[config.mk]
export PLATFORM = sky130hd
export DESIGN_NAME = multi_source_combiner
export DESIGN_NICKNAME = d
export VERILOG_FILES = /design/src/rtl/combiner_pkg.sv /design/src/rtl/brightness_reduce.sv /design/src/rtl/multi_source_combiner.sv
export SDC_FILE = /design/constraint.sdc
export NUM_CORES = 1
export LEC_CHECK = 0
export CORE_UTILIZATION = 30
export CTS_BUF_LIST = sky130_fd_sc_hd__clkbuf_2 sky130_fd_sc_hd__clkbuf_4 sky130_fd_sc_hd__clkbuf_8
export DETAILED_ROUTE_END_ITERATION = 16
export GPL_TIMING_DRIVEN = 1
export SYNTH_ARGS = -nofsm -noshare
export SYNTH_HDL_FRONTEND = slang
export SYNTH_SLANG_ARGS = --single-unit
export TNS_END_PERCENT = 50
[constraint.sdc]
create_clock -name clk -period 12.05 [get_ports clk]
set_clock_uncertainty 0.15 [all_clocks]
set_input_delay 2.41 -clock clk [delete_from_list [all_inputs] [get_ports clk]]
set_output_delay 2.41 -clock clk [all_outputs]
set_load 0.03 [all_outputs]
[src/rtl/combiner_pkg.sv]
// Shared types and constants for the multi-source brightness combiner.
package combiner_pkg;

  typedef enum logic [1:0] {
    MODE_PASS    = 2'd0,
    MODE_ABSDIFF = 2'd1,
    MODE_MAX     = 2'd2,
    MODE_SUM_SAT = 2'd3
  } combine_mode_t;

  localparam int unsigned PIPE_LATENCY = 3;

endpackage

[src/rtl/brightness_reduce.sv]
// Combinational reduction of NUM_SRC brightness sources to one value under the selected mode.
module brightness_reduce
  import combiner_pkg::*;
#(
  parameter int unsigned NUM_SRC  = 3,
  parameter int unsigned BRIGHT_W = 8
) (
  input  logic [NUM_SRC*BRIGHT_W-1:0] brightness,
  input  logic [NUM_SRC-1:0]          enable,
  input  combine_mode_t               mode,
  output logic [BRIGHT_W-1:0]         reduced_c
);

  localparam int unsigned SUM_W = BRIGHT_W + $clog2(NUM_SRC);
  localparam int unsigned CNT_W = $clog2(NUM_SRC + 1);

  logic [BRIGHT_W-1:0] src;
  logic [BRIGHT_W-1:0] max_v;
  logic [BRIGHT_W-1:0] min_v;
  logic [SUM_W-1:0]    sum;
  logic [CNT_W-1:0]    cnt;

  // Gather max, min, sum and count over the enabled sources only.
  always_comb begin
    src   = '0;
    max_v = '0;
    min_v = '1;
    sum   = '0;
    cnt   = '0;
    for (int k = 0; k < NUM_SRC; k++) begin
      src = brightness[k*BRIGHT_W +: BRIGHT_W];
      if (enable[k]) begin
        if (src > max_v) max_v = src;
        if (src < min_v) min_v = src;
        sum = sum + SUM_W'(src);
        cnt = cnt + CNT_W'(1);
      end
    end
  end

  always_comb begin
    reduced_c = '0;
    case (mode)
      MODE_PASS:    reduced_c = brightness[BRIGHT_W-1:0];
      MODE_ABSDIFF: begin
        // A lone enabled source reports its own value rather than a zero spread.
        if (cnt == CNT_W'(1))      reduced_c = max_v;
        else if (cnt != CNT_W'(0)) reduced_c = max_v - min_v;
      end
      MODE_MAX:     reduced_c = max_v;
      MODE_SUM_SAT: begin
        if (sum > SUM_W'({BRIGHT_W{1'b1}})) reduced_c = '1;
        else                                reduced_c = sum[BRIGHT_W-1:0];
      end
      default:      reduced_c = '0;
    endcase
  end

endmodule

[src/rtl/multi_source_combiner.sv]
// Three-stage pixel pipeline: reduce brightness sources, scale RGB by (b+1), normalise and blank.
module multi_source_combiner
  import combiner_pkg::*;
#(
  parameter int unsigned NUM_SRC  = 3,
  parameter int unsigned BRIGHT_W = 8,
  parameter int unsigned COLOR_W  = 8,
  parameter int unsigned HC_W     = 11,
  parameter int unsigned VC_W     = 10,
  parameter int unsigned H_ACTIVE = 1280,
  parameter int unsigned V_ACTIVE = 720
) (
  input  logic                        clk,
  input  logic                        rst,
  input  logic [HC_W-1:0]             h_count_in,
  input  logic [VC_W-1:0]             v_count_in,
  input  logic [NUM_SRC*BRIGHT_W-1:0] brightness_in,
  input  logic [NUM_SRC-1:0]          src_enable_in,
  input  logic [1:0]                  mode_in,
  input  logic [3*COLOR_W-1:0]        pixel_color_in,
  output logic [HC_W-1:0]             h_count_out,
  output logic [VC_W-1:0]             v_count_out,
  output logic                        active_draw_out,
  output logic [3*COLOR_W-1:0]        pixel_color_out,
  output logic [1:0]                  mode_active
);

  localparam int unsigned PROD_W  = COLOR_W + BRIGHT_W + 1;
  localparam int unsigned SCALE_W = BRIGHT_W + 1;
  localparam int unsigned PIX_W   = 3 * COLOR_W;

  combine_mode_t        shadow_mode;
  logic [NUM_SRC-1:0]   shadow_en;

  logic                 frame_start_c;
  combine_mode_t        eff_mode_c;
  logic [NUM_SRC-1:0]   eff_en_c;
  logic [BRIGHT_W-1:0]  reduced_c;
  logic [SCALE_W-1:0]   scale_c;
  logic                 in_area_c;

  // Stage 3 valid is folded into active_draw_out, so only two stages are tracked here.
  logic [PIPE_LATENCY-2:0] valid;

  logic [BRIGHT_W-1:0]  s1_bright;
  logic [PIX_W-1:0]     s1_color;
  logic [HC_W-1:0]      s1_h;
  logic [VC_W-1:0]      s1_v;

  logic [PROD_W-1:0]    s2_prod [3];
  logic [HC_W-1:0]      s2_h;
  logic [VC_W-1:0]      s2_v;

  // Frame-start pixel sees the freshly requested mode/enables in the same cycle.
  always_comb begin
    frame_start_c = (h_count_in == '0) && (v_count_in == '0);
    eff_mode_c    = frame_start_c ? combine_mode_t'(mode_in) : shadow_mode;
    eff_en_c      = frame_start_c ? src_enable_in : shadow_en;
    scale_c       = SCALE_W'(s1_bright) + SCALE_W'(1);
    in_area_c     = (s2_h < HC_W'(H_ACTIVE)) && (s2_v < VC_W'(V_ACTIVE));
  end

  brightness_reduce #(
    .NUM_SRC  (NUM_SRC),
    .BRIGHT_W (BRIGHT_W)
  ) u_reduce (
    .brightness (brightness_in),
    .enable     (eff_en_c),
    .mode       (eff_mode_c),
    .reduced_c  (reduced_c)
  );

  always_ff @(posedge clk) begin
    if (rst) begin
      shadow_mode <= MODE_PASS;
      shadow_en   <= '1;
    end else if (frame_start_c) begin
      shadow_mode <= combine_mode_t'(mode_in);
      shadow_en   <= src_enable_in;
    end
  end

  assign mode_active = 2'(shadow_mode);

  always_ff @(posedge clk) begin
    if (rst) begin
      valid           <= '0;
      s1_bright       <= '0;
      s1_color        <= '0;
      s1_h            <= '0;
      s1_v            <= '0;
      s2_h            <= '0;
      s2_v            <= '0;
      h_count_out     <= '0;
      v_count_out     <= '0;
      active_draw_out <= 1'b0;
      pixel_color_out <= '0;
      for (int ch = 0; ch < 3; ch++) s2_prod[ch] <= '0;
    end else begin
      valid     <= {valid[PIPE_LATENCY-3:0], 1'b1};
      s1_bright <= reduced_c;
      s1_color  <= pixel_color_in;
      s1_h      <= h_count_in;
      s1_v      <= v_count_in;

      s2_h <= s1_h;
      s2_v <= s1_v;
      for (int ch = 0; ch < 3; ch++) begin
        s2_prod[ch] <= PROD_W'(s1_color[ch*COLOR_W +: COLOR_W]) * PROD_W'(scale_c);
      end

      h_count_out     <= s2_h;
      v_count_out     <= s2_v;
      active_draw_out <= valid[PIPE_LATENCY-2] && in_area_c;
      // Dropping the low BRIGHT_W bits maps b=max to unity gain and b=0 to black.
      for (int ch = 0; ch < 3; ch++) begin
        pixel_color_out[ch*COLOR_W +: COLOR_W] <=
          in_area_c ? s2_prod[ch][BRIGHT_W +: COLOR_W] : '0;
      end
    end
  end

endmodule

==> reports/metrics.yaml, run 1 <==
status: "finished clean"
p_leak_nw: 7.09
die_h_um: 209
row_count: 75
grt_pass1_wl_um: 52800
antenna_found_initial: 1
synth_top_family_by_area: "adder cells"
crit_type: "input port to flop"
routabilityCongestion: 0.867
startpoint: "h_count_in[7]"
powerDensity_nw_per_um2: 95.6
rsz0062_at_grt: "no"
grt.total_usage_pct: 15.3
avgSynthCellArea_um2: 9.01
crit_top_cell: "a21oi_1"
setup_tns_ns: 0
reg2regPathDepth: 34
clkPwrFrac_pct: 29.0
yosys.area_share.simple_pct: 21.2
fin_nets: 1884
clk_pin_slew_ns: 0.11
drt-total-wl_um: 31800
cts_root_buffer: "clkbuf_8"
cts_buffer_depth: 2
worstHoldEndpoint: "pixel_color_out[14]"
r2r-start: "shadow_en[0]"
core_um2: 42200
cpPeakStageDelay_ns: 0.52
p_sw_share_pct: 36.7
clock_sinks: 151
wl_per_cell_um: 15.2
worstSetupEndpointType: "flop"
start_util_pct: 30.6
ir_drop_v: 0.0000697
tightest_slew_ns: 0.819
overflow: 0
crit_arrival_ns: 10.96
syn_area_um2: 12900
dr.pass1.iters: 5
die_area_um2: 43900
viasPerCell: 4.75
ys_types: 73
crit_path_max_fanout: 13
hold_class: "flop to flop"
drc: 0
area_delta_synth_final_pct: 17.2
drt_iter0_drc: 350
grt_pass1_vias: 10600
synth_compound_area_share_pct: 9.37
fin_crit_sh_pct: 89.1
min-delay-start: "s2_prod[0][31]"
port_buffers: 123
ys_warn_count: 0
cts_tree: "yes"
layout_min_cycle_time_ns: 10.74
ioPinCount: 124
synth_ff_type: "dfxtp_1"
nFillCells: 4329
internal_power_uw: 916
hold_violations: 0
switchingPower_uw: 530
post_cts_buffers: 0
synth_edf_count: 0
power_mw: 1.45
die_w_um: 209
ctsHoldBuffers: 0
final_cell_mix: "inv_1 (170), nand2_1 (164), dfxtp_1 (151), ha_1 (150), and2_1 (124)"
post_cts_resized: 0
clock_latency_ns: 0.50
pwr-share-comb_pct: 33.4
r2r_end: "s1_bright[7]"
cp_slowest_cell: "nor4_1"
grt_max_degree: 74
cp.required_ns: 12.27
synthCells: 1433
postSynth.asyncResetShare_pct: 0
p_seq_share_pct: 37.7
r2r_slack_ns: 4.46
layout_commonest_cell: "inv_1"
fmax_ghz: 0.0931
post-dp-hpwl_um: 24900
yosys.area_share.adder_pct: 33.6
drv_slew: 0
ys_ff_latch: 151
synth_mux_area_share_pct: 2.23
finalSetupViolCount: 0
vias: 9922
synth-xor-area-share_pct: 3.53
cts_max_level: 4
numCtsBuffers: 17
layout-drive-gt1-share_pct: 4.97
ant_nets: 0
synthesis.nets: 1782
synth_seq_area_share_pct: 23.4
slew_headroom_pct: 43.8
max_cap_violations: 0
startpoint_type: "input port"
hold-path-cell-count: 1
[layer usage]
metal | GRT usage, % | up-vias | wire (µm) | part of all wire [%]
li1 | - | 4807 | - | -
met1 | 18.7 | 4869 | 14200 | 45
met2 | 26.6 | 201 | 15400 | 48
met3 | 3.98 | 43 | 1590 | 5.0
met4 | 4.35 | 2 | 590 | 1.9
met5 | 0 | - | 13 | 0.041
[worst max path at each step]
stage                     cells after the start      endpoint
after floorplan                              39  s1_bright[7]
after global placement                       38  s1_bright[7]
after detailed placement                     38  s1_bright[7]
after CTS                                    38  s1_bright[7]
after global routing                         37  s1_bright[7]
final                                        38  s1_bright[7]
[layout make-up]
cell class              instances  area (µm²)  area share, %
flip-flops and latches        151        3020           20.0
repair buffers                137        1330           8.81
inverters                     172         646           4.27
diodes                          1        2.50         0.0165
multi-input cells            1056        9040           59.7
well taps                     539         674           4.46
clock buffers                  17         234           1.55
clock inverters                15         180           1.19
[stage by stage]
step	util [%]	worst slack (ns)	area (µm²)	hold WS [ns]	cells
after global routing	35.8	0.736	15100	0.300	2087
after detailed placement	34.9	0.764	14700	0.263	2055
final	35.8	1.31	15100	0.278	2088
after floorplan	-	2.39	12900	0.256	1433
after global placement	34.9	0.952	14700	0.258	2055
after CTS	35.8	1.34	15100	0.282	2087
[synthesized netlist by cell type, drive strengths merged (3+ instances only)]
master | n | area, µm²
inv | 172 | 646
nand2 | 165 | 622
dfxtp | 151 | 3020
ha | 150 | 1880
and2 | 124 | 776
fa | 123 | 2460
nor2b | 110 | 688
nor2 | 72 | 280
a21oi | 52 | 279
clkbuf | 46 | 173
o21ai | 41 | 209
xnor2 | 39 | 342
a21o | 22 | 165
nor3 | 15 | 75.1
xor2 | 13 | 114
mux2 | 12 | 143
mux2i | 12 | 145
a211oi | 11 | 92.6
nand3 | 10 | 50.1
buf | 8 | 45.0
o21a | 8 | 60.1
and3 | 6 | 37.5
nand2b | 6 | 37.5
a211o | 5 | 43.8
nand4 | 5 | 31.3
o211ai | 5 | 37.5
a2111oi | 4 | 35.0
nor4 | 4 | 37.5
o21bai | 4 | 30.0
a41o | 3 | 30.0
o221a | 3 | 33.8
[kinds of logic (layout without fill, tap and decap cells)]
logic type	count (synthesis)	after routing
other	0	1
adder cells (fa/ha/maj)	273	273
AND/OR/NAND/NOR	529	529
flip-flops	151	151
AO/OA/AOI/OAI	178	178
XOR/XNOR	52	52
multiplexers	24	24
buffers and inverters	226	341
[power groups by stage]
stage / Clock (mW) / Combinational, mW / Sequential (mW)
after floorplan: 0 / 0.335 / 0.561
after global placement: 0 / 0.472 / 0.557
after detailed placement: 0 / 0.484 / 0.557
after CTS: 0.439 / 0.487 / 0.545
after global routing: 0.457 / 0.547 / 0.549
final: 0.419 / 0.483 / 0.545
[worst max-delay path, delay by kind of cell]
| family | cells | cell delay [ns] |
|---|---|---|
| AOI/OAI and AO/OA | 13 | 2.48 |
| adders and majority gates | 3 | 0.84 |
| buffers and inverters | 5 | 0.86 |
| muxes | 4 | 1.18 |
| and+or+nand+nor | 13 | 3.13 |
[state kept, by name (all words and copies together), names as in the netlist, 11 cells and up]
name and count:
pixel_color_out 24, s1_color 24, s2_h 11, s2_prod 24
h_count_out 11, s1_h 11
(Power assumes the default switching activity.)
==> inputs of run 2 (changes only) <==
--- a/config.mk
+++ b/config.mk
@@ -8,4 +8,5 @@
 export CORE_UTILIZATION = 30
 export CTS_BUF_LIST = sky130_fd_sc_hd__clkbuf_2 sky130_fd_sc_hd__clkbuf_4 sky130_fd_sc_hd__clkbuf_8
+export CTS_CLUSTER_SIZE = 40
 export DETAILED_ROUTE_END_ITERATION = 16
 export GPL_TIMING_DRIVEN = 1
--- a/constraint.sdc
+++ b/constraint.sdc
@@ -3,3 +3,3 @@
 set_input_delay 2.41 -clock clk [delete_from_list [all_inputs] [get_ports clk]]
 set_output_delay 2.41 -clock clk [all_outputs]
-set_load 0.03 [all_outputs]
+set_load 0.01 [all_outputs]
==> results of run 2 <==
Same layout as run 1 (identical final DEF). Status: finished clean.
Main changes from that run: total power 1.45 mW -> 1.44 mW
==> inputs of run 3 (changes only) <==
SLEW_MARGIN = 20   (was unset)
==> results of run 3 <==
Same layout as run 1 (identical final DEF). Status: finished clean.
Main changes from that run: total power 1.45 mW -> 1.44 mW
